--- config.mk ---
export PLATFORM = sky130hd
export DESIGN_NAME = cross_bar_arbiter_rr_mx1
export DESIGN_NICKNAME = d
export VERILOG_FILES = /design/src/rtl/cross_bar_pkg.sv /design/src/rtl/axis_skid_buffer.sv /design/src/rtl/cross_bar_arbiter_rr_mx1.sv
export SDC_FILE = /design/constraint.sdc
export NUM_CORES = 1
export LEC_CHECK = 0
export CORE_UTILIZATION = 44
export CTS_BUF_LIST = sky130_fd_sc_hd__clkbuf_8
export DETAILED_ROUTE_END_ITERATION = 8
export PLACE_DENSITY_LB_ADDON = 0.2
export SLEW_MARGIN = 30
export SYNTH_ARGS = -nofsm -noshare
export SYNTH_HDL_FRONTEND = slang
export SYNTH_SLANG_ARGS = --single-unit
--- constraint.sdc ---
create_clock -name aclk -period 3.95 [get_ports aclk]
set_clock_uncertainty 0.1 [all_clocks]
set_input_delay 0.79 -clock aclk [delete_from_list [all_inputs] [get_ports aclk]]
set_output_delay 0.79 -clock aclk [all_outputs]
set_load 0.01 [all_outputs]
--- src/rtl/cross_bar_pkg.sv ---
// cross_bar_pkg: shared arbiter state type and round-robin winner search
// Contents:
//   state_type  - arbiter FSM states
//   MAX_CH      - widest request vector rr_next accepts
//   rr_result_t - winner index plus found flag
//   rr_next     - first requester after ptr, scanning upward and wrapping at n-1
package cross_bar_pkg;
   typedef enum logic {IDLE, ACTIVE} state_type;
   localparam int MAX_CH = 32;
   typedef struct packed {
      logic       found;
      logic [7:0] idx;
   } rr_result_t;
   function automatic rr_result_t rr_next(input logic [MAX_CH-1:0] req, input int ptr, input int n);
      rr_result_t r;
      int c;
      r = '0;
      for (int k = 1; k <= MAX_CH; k++) begin
         c = (ptr + k) % n;
         if (k <= n && !r.found && req[c]) begin
            r.found = 1'b1;
            r.idx = 8'(c);
         end
      end
      return r;
   endfunction
endpackage

--- src/rtl/axis_skid_buffer.sv ---
// axis_skid_buffer: 2-entry AXI-Stream register slice
// Ports:
//   aclk, aresetn                 - clock, async active-low reset
//   s_tdata/tkeep/tid/tlast/tvalid - upstream beat, s_tready = buffer not full
//   m_tdata/tkeep/tid/tlast/tvalid - downstream beat, m_tready from sink
// s_tready decodes registered occupancy only, so there is no
// combinational path from m_tready back to the upstream side.
module axis_skid_buffer #(
   parameter int DATA_WIDTH = 32,
   parameter int KEEP_WIDTH = 4,
   parameter int ID_WIDTH   = 2
) (
   input  logic                  aclk,
   input  logic                  aresetn,
   input  logic [DATA_WIDTH-1:0] s_tdata,
   input  logic [KEEP_WIDTH-1:0] s_tkeep,
   input  logic [ID_WIDTH-1:0]   s_tid,
   input  logic                  s_tlast,
   input  logic                  s_tvalid,
   output logic                  s_tready,
   output logic [DATA_WIDTH-1:0] m_tdata,
   output logic [KEEP_WIDTH-1:0] m_tkeep,
   output logic [ID_WIDTH-1:0]   m_tid,
   output logic                  m_tlast,
   output logic                  m_tvalid,
   input  logic                  m_tready
);
   localparam int W = DATA_WIDTH + KEEP_WIDTH + ID_WIDTH + 1;
   logic [W-1:0] mem [2];
   logic         rd_ptr, wr_ptr, push, pop;
   logic [1:0]   count;
   assign s_tready = count != 2'd2;
   assign m_tvalid = count != 2'd0;
   assign push = s_tvalid && s_tready;
   assign pop = m_tvalid && m_tready;
   assign {m_tdata, m_tkeep, m_tid, m_tlast} = mem[rd_ptr];
   always_ff @(posedge aclk or negedge aresetn)
      if (!aresetn) begin
         mem[0] <= '0;
         mem[1] <= '0;
         rd_ptr <= 1'b0;
         wr_ptr <= 1'b0;
         count <= 2'd0;
      end else begin
         if (push) begin
            mem[wr_ptr] <= {s_tdata, s_tkeep, s_tid, s_tlast};
            wr_ptr <= !wr_ptr;
         end
         if (pop) rd_ptr <= !rd_ptr;
         count <= count + 2'(push) - 2'(pop);
      end
endmodule

--- src/rtl/cross_bar_arbiter_rr_mx1.sv ---
// cross_bar_arbiter_rr_mx1: work-conserving round-robin M-to-1 AXI-Stream arbiter
// Ports:
//   aclk, aresetn        - clock, async active-low reset
//   s_axis_*             - CHANNEL_NO packed slave streams (tdata/tkeep/tvalid/tlast/tready)
//   m_axis_*             - merged master stream, tid = source channel
//   grant_active         - a channel holds the grant
//   grant_idx            - current or last granted channel (round-robin pointer)
module cross_bar_arbiter_rr_mx1
   import cross_bar_pkg::*;
#(
   parameter int CHANNEL_NO  = 4,
   parameter int SEL_WIDTH   = $clog2(CHANNEL_NO),
   parameter int DATA_WIDTH  = 32,
   parameter int KEEP_WIDTH  = DATA_WIDTH / 8,
   parameter int PACKET_MODE = 1,
   parameter int REG_OUTPUT  = 1
) (
   input  logic                             aclk,
   input  logic                             aresetn,
   input  logic [DATA_WIDTH*CHANNEL_NO-1:0] s_axis_tdata,
   input  logic [KEEP_WIDTH*CHANNEL_NO-1:0] s_axis_tkeep,
   input  logic [CHANNEL_NO-1:0]            s_axis_tvalid,
   input  logic [CHANNEL_NO-1:0]            s_axis_tlast,
   output logic [CHANNEL_NO-1:0]            s_axis_tready,
   output logic [DATA_WIDTH-1:0]            m_axis_tdata,
   output logic [KEEP_WIDTH-1:0]            m_axis_tkeep,
   output logic [SEL_WIDTH-1:0]             m_axis_tid,
   output logic                             m_axis_tvalid,
   output logic                             m_axis_tlast,
   input  logic                             m_axis_tready,
   output logic                             grant_active,
   output logic [SEL_WIDTH-1:0]             grant_idx
);
   state_type             state, state_next;
   logic [SEL_WIDTH-1:0]  grant_next, i_tid;
   logic [MAX_CH-1:0]     req_all, req_excl;
   rr_result_t            win_all, win_excl;
   logic [DATA_WIDTH-1:0] i_data;
   logic [KEEP_WIDTH-1:0] i_keep;
   logic                  i_valid, i_last, i_ready, release_g;
   assign grant_active = state == ACTIVE;
   assign i_tid = grant_active ? grant_idx : '0;
   always_comb begin
      req_all = '0;
      req_all[CHANNEL_NO-1:0] = s_axis_tvalid;
      req_excl = req_all;
      i_data = '0;
      i_keep = '0;
      i_valid = 1'b0;
      i_last = 1'b0;
      s_axis_tready = '0;
      for (int i = 0; i < CHANNEL_NO; i++)
         if (grant_active && grant_idx == SEL_WIDTH'(i)) begin
            i_valid = s_axis_tvalid[i];
            i_last = s_axis_tlast[i];
            i_data = s_axis_tdata[i*DATA_WIDTH +: DATA_WIDTH];
            i_keep = s_axis_tkeep[i*KEEP_WIDTH +: KEEP_WIDTH];
            s_axis_tready[i] = i_ready;
            req_excl[i] = 1'b0;
         end
      // The releasing channel is masked out so it can only re-win via IDLE,
      // i.e. when nobody else is requesting.
      win_all = rr_next(req_all, int'(grant_idx), CHANNEL_NO);
      win_excl = rr_next(req_excl, int'(grant_idx), CHANNEL_NO);
      release_g = i_valid && i_ready && (PACKET_MODE != 0 ? i_last : 1'b1);
      state_next = state;
      grant_next = grant_idx;
      for (int i = 0; i < CHANNEL_NO; i++) begin
         if (!grant_active && win_all.found && win_all.idx == 8'(i)) begin
            state_next = ACTIVE;
            grant_next = SEL_WIDTH'(i);
         end
         if (release_g && win_excl.found && win_excl.idx == 8'(i)) grant_next = SEL_WIDTH'(i);
      end
      if (release_g && !win_excl.found) state_next = IDLE;
   end
   always_ff @(posedge aclk or negedge aresetn)
      if (!aresetn) begin
         state <= IDLE;
         grant_idx <= SEL_WIDTH'(CHANNEL_NO - 1);
      end else begin
         state <= state_next;
         grant_idx <= grant_next;
      end
   if (REG_OUTPUT != 0) begin : g_reg
      axis_skid_buffer #(
         .DATA_WIDTH(DATA_WIDTH),
         .KEEP_WIDTH(KEEP_WIDTH),
         .ID_WIDTH  (SEL_WIDTH)
      ) u_skid (
         .aclk    (aclk),
         .aresetn (aresetn),
         .s_tdata (i_data),
         .s_tkeep (i_keep),
         .s_tid   (i_tid),
         .s_tlast (i_last),
         .s_tvalid(i_valid),
         .s_tready(i_ready),
         .m_tdata (m_axis_tdata),
         .m_tkeep (m_axis_tkeep),
         .m_tid   (m_axis_tid),
         .m_tlast (m_axis_tlast),
         .m_tvalid(m_axis_tvalid),
         .m_tready(m_axis_tready)
      );
   end else begin : g_bypass
      assign m_axis_tdata = i_data;
      assign m_axis_tkeep = i_keep;
      assign m_axis_tid = i_tid;
      assign m_axis_tlast = i_last;
      assign m_axis_tvalid = i_valid;
      assign i_ready = m_axis_tready;
   end
endmodule

Yosys cells after proc, flatten, opt, wreduce, memory -nomap -nowiden
Index checks and enable logic that the tools add are counted.
Cells by class
  bitwise gates (word level): 6
  muxes and demuxes: 76
  shift operators: 0
  order comparisons: 7
  add/subtract/negate cells: 6
  divide/modulo/power cells: 0
  reductions and logical operators: 45
  equal/unequal tests: 10
  $mul: 0
Operators with widths (number)
  $mux 39: 4
  $mux 32: 4
  $bwmux 78: 1
  $mux 9: 8
  $demux 39 s1: 1
  $mux 1: 37
  $eq 8x2->1 const B: 4
  $lt 3x7->1 const B: 4
  $logic_and 1x1->1: 25
  $bmux 1 s3: 8
  $mux 2: 9
  $eq 8x1->1 const B: 2
  $logic_not 8->1: 2
  $mux 4: 4
  $logic_not 1->1: 10
  $reduce_bool 8->1: 1
  $reduce_or 2->1: 4
  $reduce_bool 5->1: 1
  $add 2x1->2 const B: 2
  $add 2x2->2 const B: 2
  $and 1x1->1 const A: 4
  $eq 2x2->1 const B: 2
  $ge 2x2->1 const B: 2
  $not 1->2: 2
  7 further kinds: 7
Storage, ports and cells
  word-level logic and storage cells: 157
  memories: 0
  register bits: 85
  bits in read-only memories: 0
  bits of input ports: 155
  output and inout port bits: 47
  latch bits: 0
  memory bits (writable): 0

Longest topological paths before layout
Gate-level depths: netlist (run 1).
  depth in word-level cells: 26
  mapped depth: 14

By module
Synthesis (run 1) repeated with hierarchy kept, for this count alone.
Second synthesis, totals
  cell total of the unflattened synthesis: 484
  area, all modules: 5317.6 um2
By module, submodules not included
  axis_skid_buffer: times used 1, area an instance 3653.5 um2, cells an instance 225, sequential area each 2052.0 um2
  cross_bar_arbiter_rr_mx1: times used 1, area an instance 1664.1 um2, cells an instance 259, sequential area each 77.6 um2

Worst setup path before layout (run 1)
Ideal clock, no wire load.
  path type: register -> output
  from: register grant_idx[0]
  to: output port s_axis_tready[2]
  stages on the path, launching flop included: 10
  arrival: 1976 ps
  data required time: 3060 ps
  slack: 1084 ps
  path buffers: 5
  cell sequence: dfstp_2 buf_6 buf_2 inv_1 ha_1 buf_6 and2_1 buf_2 buf_2 and2_1
On the way
  cells in the longest elaborated chain, start to end: 3
Ends and longest elaborated chain
  from (decl): line cross_bar_arbiter_rr_mx1.sv:32  | output logic [SEL_WIDTH-1:0] grant_idx
  from (signal assigned): line cross_bar_arbiter_rr_mx1.sv:80  | grant_idx <= SEL_WIDTH'(CHANNEL_NO - 1);
  from (signal assigned): line cross_bar_arbiter_rr_mx1.sv:83  | grant_idx <= grant_next;
  $eq 2x2->1: line cross_bar_arbiter_rr_mx1.sv:53  | if (grant_active && grant_idx == SEL_WIDTH'(i)) begin
  $logic_and 1x1->1: line cross_bar_arbiter_rr_mx1.sv:53
  $mux 1: line cross_bar_arbiter_rr_mx1.sv:53
  to (decl): line cross_bar_arbiter_rr_mx1.sv:24  | output logic [CHANNEL_NO-1:0] s_axis_tready,
Every way passes these cells.

Worst setup path in the final report (run 1)
Same ends and word-level chain as after synthesis.

==> results of run 1 <==
-- state kept, by name, indices dropped and copies added, names as in the netlist --
register             cells
g_reg.u_skid.count       2
g_reg.u_skid.rd_ptr      1
g_reg.u_skid.mem        78
grant_idx                2
g_reg.u_skid.wr_ptr      1
grant_active             1
-- cell families (layout without fill, tap and decap cells) --
group | Yosys count | in the layout | share of synthesized area
AOI/OAI and AO/OA | 196 | 196 | 0.241
xor gates and xnor gates | 3 | 3 | 0.00503
adders and majority gates | 6 | 6 | 0.0144
buffers and inverters | 64 | 234 | 0.0565
DFF | 85 | 85 | 0.407
muxes | 46 | 46 | 0.0991
and+or+nand+nor | 207 | 207 | 0.177
-- stage by stage --
| stage | total power (W) | hold slack (ns) |
|---|---|---|
| after global routing | 0.00645 | 0.409 |
| after CTS | 0.00598 | 0.385 |
| after detailed placement | 0.00528 | 0.365 |
| after floorplan | 0.00394 | 0.344 |
| after global placement | 0.00515 | 0.355 |
| final | 0.00594 | 0.364 |
-- worst max path at each step --
| stage | endpoint | from | cells after the start | slack, ns |
|---|---|---|---|---|
| finish | s_axis_tready[2] | grant_idx[0] | 5 | 0.25 |
| global route | s_axis_tready[2] | grant_idx[0] | 5 | 0.11 |
| CTS | s_axis_tready[2] | grant_idx[0] | 5 | 0.27 |
| detailed placement | g_reg.u_skid.mem[47] | s_axis_tvalid[0] | 8 | 0.49 |
| global placement | g_reg.u_skid.mem[71] | s_axis_tvalid[0] | 8 | 0.62 |
| floorplan | s_axis_tready[2] | grant_idx[0] | 9 | 1.08 |
-- critical path, cell delays in order, from the launching register on --
cell and delay (ns):
dfstp_2 0.94, inv_1 0.29, ha_1 0.38, and2_1 0.21, and2_1 0.15, clkdlybuf4s50_1 0.47
-- layout make-up --
class / instances / area share
Clock buffer: 9 / 0.0165
Clock inverter: 7 / 0.0132
Inverter: 8 / 0.00401
Multi-Input combinational cell: 458 / 0.377
Sequential cell: 85 / 0.284
Tap cell: 143 / 0.0239
Timing Repair Buffer: 210 / 0.281
-- cell usage in the layout, fill, tap and decap left out, types with 2 or more instances in the layout --
cell	instances
bufinv_16	2
nor2_1	44
a211o_1	2
o21ai_0	81
or3b_2	2
nand3b_1	3
o21ai_1	3
buf_4	7
and2_1	8
a31oi_1	3
inv_1	8
a221oi_1	38
buf_12	2
xnor2_1	2
clkdlybuf4s50_1	200
clkinv_4	2
mux2_2	42
nand2b_1	3
a311o_1	2
a31o_2	2
dfstp_2	2
o211ai_1	3
ha_1	6
mux2i_1	3
dfrtp_1	82
nor3_1	41
clkbuf_8	9
nor2_2	2
nand2_1	89
or2_2	3
nor4_1	2
a21oi_1	46
nor2b_1	3
-- routing by layer --
layer | track usage | part of all wire | wire length [µm]
met3 | 0.0508 | 0.054 | 831
met5 | 0 | 0 | 0
met1 | 0.324 | 0.43 | 6580
met2 | 0.446 | 0.50 | 7640
met4 | 0.0795 | 0.020 | 303
-- power by group through the flow --
stage	clock network (W)	logic, W	registers, W
6_report	0.000687	0.00370	0.00156
3_5_place_dp	0	0.00370	0.00157
2_1_floorplan	0	0.00254	0.00140
5_1_grt	0.000740	0.00410	0.00161
3_3_place_gp	0	0.00359	0.00155
4_1_cts	0.000702	0.00372	0.00156
==> impl_metrics.py, run 1 <==
metrics = {
    "drt": {
        "wl_mm": 15.3,
        "viasPerCell": 5.65,
        "drc": 28,
        "vias": 5199,
        "drtIter0Drc": 245,
        "wl_per_cell_um": 16.7,
        "firstDrtPassIters": 7,
        "drtAntennaViolNets": 0,
    },
    "cts": {
        "clk_latency_ns": 0.36,
        "tritoncts": "done",
        "clk_path_buf_depth": 2,
        "cts_hold_buf": 0,
        "post_cts_buffers": 0,
        "cts_made_buffers": 9,
        "cts-root-buf": "clkbuf_8",
        "htree_levels": 3,
        "clock_sinks": 85,
        "cts-resized-gates": 0,
        "clk_pin_slew_worst_paths_ns": 0.09,
    },
    "hold_path": {
        "holdCritPathClass": "in2async",
    },
    "final_layout": {
        "final_area_um2": 7490,
        "fill_cells": 979,
        "area_growth_syn_to_layout_pct": 43.3,
        "drive_above_1_share": 0.115,
        "regArea_um2": 2130,
        "diodes": 0,
        "fin_util": 0.650,
        "layoutNonFillerInstCount": 920,
        "final_nets": 933,
        "multiInputGateArea_um2": 2820,
    },
    "power": {
        "power_frac_seq": 0.262,
        "pwr-share-clk": 0.116,
        "combPwrFrac": 0.622,
        "switchingPower_w": 0.00261,
        "p_leak_nw": 3.07,
        "peakVddDrop_uv": 975,
        "p_per_area_nw_per_um2": 793,
        "p_int_w": 0.00333,
        "sw_frac_of_total": 0.440,
    },
    "critical_path": {
        "r2r_setup_slack_ns": 0.50,
        "startpoint_type": "flop",
        "critical_path_class": "reg2out",
        "timing.rr.end": "g_reg.u_skid.mem[59]",
        "required_ns": 3.06,
        "ff2ff_path_depth": 8,
        "cp.arrival_ns": 2.81,
        "cp_max_fo": 32,
        "reg2reg_from": "grant_idx[0]",
        "worst_setup_path_end_kind": "output pin",
    },
    "sta": {
        "fin_crit_sh": 0.936,
        "period_needed_ns": 3.70,
        "finalSetupTns_ns": 0,
        "worst_pin_slew_ns": 0.933,
        "finalSetupViolCount": 0,
        "drv_slew": 0,
        "slew_headroom": 0.378,
        "max_freq_mhz": 271,
        "rsz0062_at_grt": "no",
        "hold_violations": 0,
        "setup_ws_ns": 0.253,
    },
    "synthesis": {
        "yosysTopAreaCell": "dfrtp_1",
        "synth.most_common_cell": "nand2_1",
        "avgSynthCellArea_um2": 8.61,
        "seq_area_frac_synth": 0.407,
        "ys_ff_latch": 85,
        "synth_async_sr_flop_share": 1.00,
        "synth-main-ff-cell": "dfrtp_1",
        "synth_edf_count": 0,
        "yosys-top-cells-count": "nand2_1 (89), dfrtp_1 (83), o21ai_0 (81)",
        "synth.top_cells.by_area": "dfrtp_1 (40%), mux2_2 (9.0%), o21ai_0 (7.8%), nand2_1 (6.4%), a221oi_1 (6.4%)",
        "synth-warning-count": 0,
        "synth_top_area_share": 0.397,
        "syn_area_um2": 5230,
        "netlist_instances": 607,
        "syn_nets": 768,
        "ys_types": 57,
    },
    "flow_run": {
        "cap_violations": 0,
    },
    "die": {
        "rows": 39,
        "ios": 202,
        "die_h_um": 111,
        "dieArea_um2": 12300,
        "die_x_um": 111,
        "core-area_um2": 11500,
        "start_util": 0.454,
    },
    "grt": {
        "antenna_found_initial": 0,
        "grt_pass1_vias": 5251,
        "overflow": 0,
        "grt_pass1_wl_mm": 25.6,
        "grt_util_all_layers": 0.258,
        "grt_max_degree": 86,
    },
    "placed_design": {
        "dp.cells": 904,
        "io_buffer_count": 201,
        "postPlaceCellArea_um2": 7270,
        "dp_slack_ns": 0.491,
        "dpl.hpwl_mm": 10.8,
        "gp_congestion": 0.907,
    },
    "status": {
        "violations": "design-rule violations",
        "status": "complete, but fails checks",
    },
}
Power figures use the tool's default switching activity.
==> run 2: changes to the inputs <==
--- a/config.mk
+++ b/config.mk
@@ -9,6 +9,7 @@
 export CTS_BUF_LIST = sky130_fd_sc_hd__clkbuf_8
 export DETAILED_ROUTE_END_ITERATION = 8
 export PLACE_DENSITY_LB_ADDON = 0.2
+export SKIP_CTS_REPAIR_TIMING = 1
 export SLEW_MARGIN = 30
 export SYNTH_ARGS = -nofsm -noshare
 export SYNTH_HDL_FRONTEND = slang
==> results of run 2 <==
Final layout, timing and power as in run 1 (identical DEF).
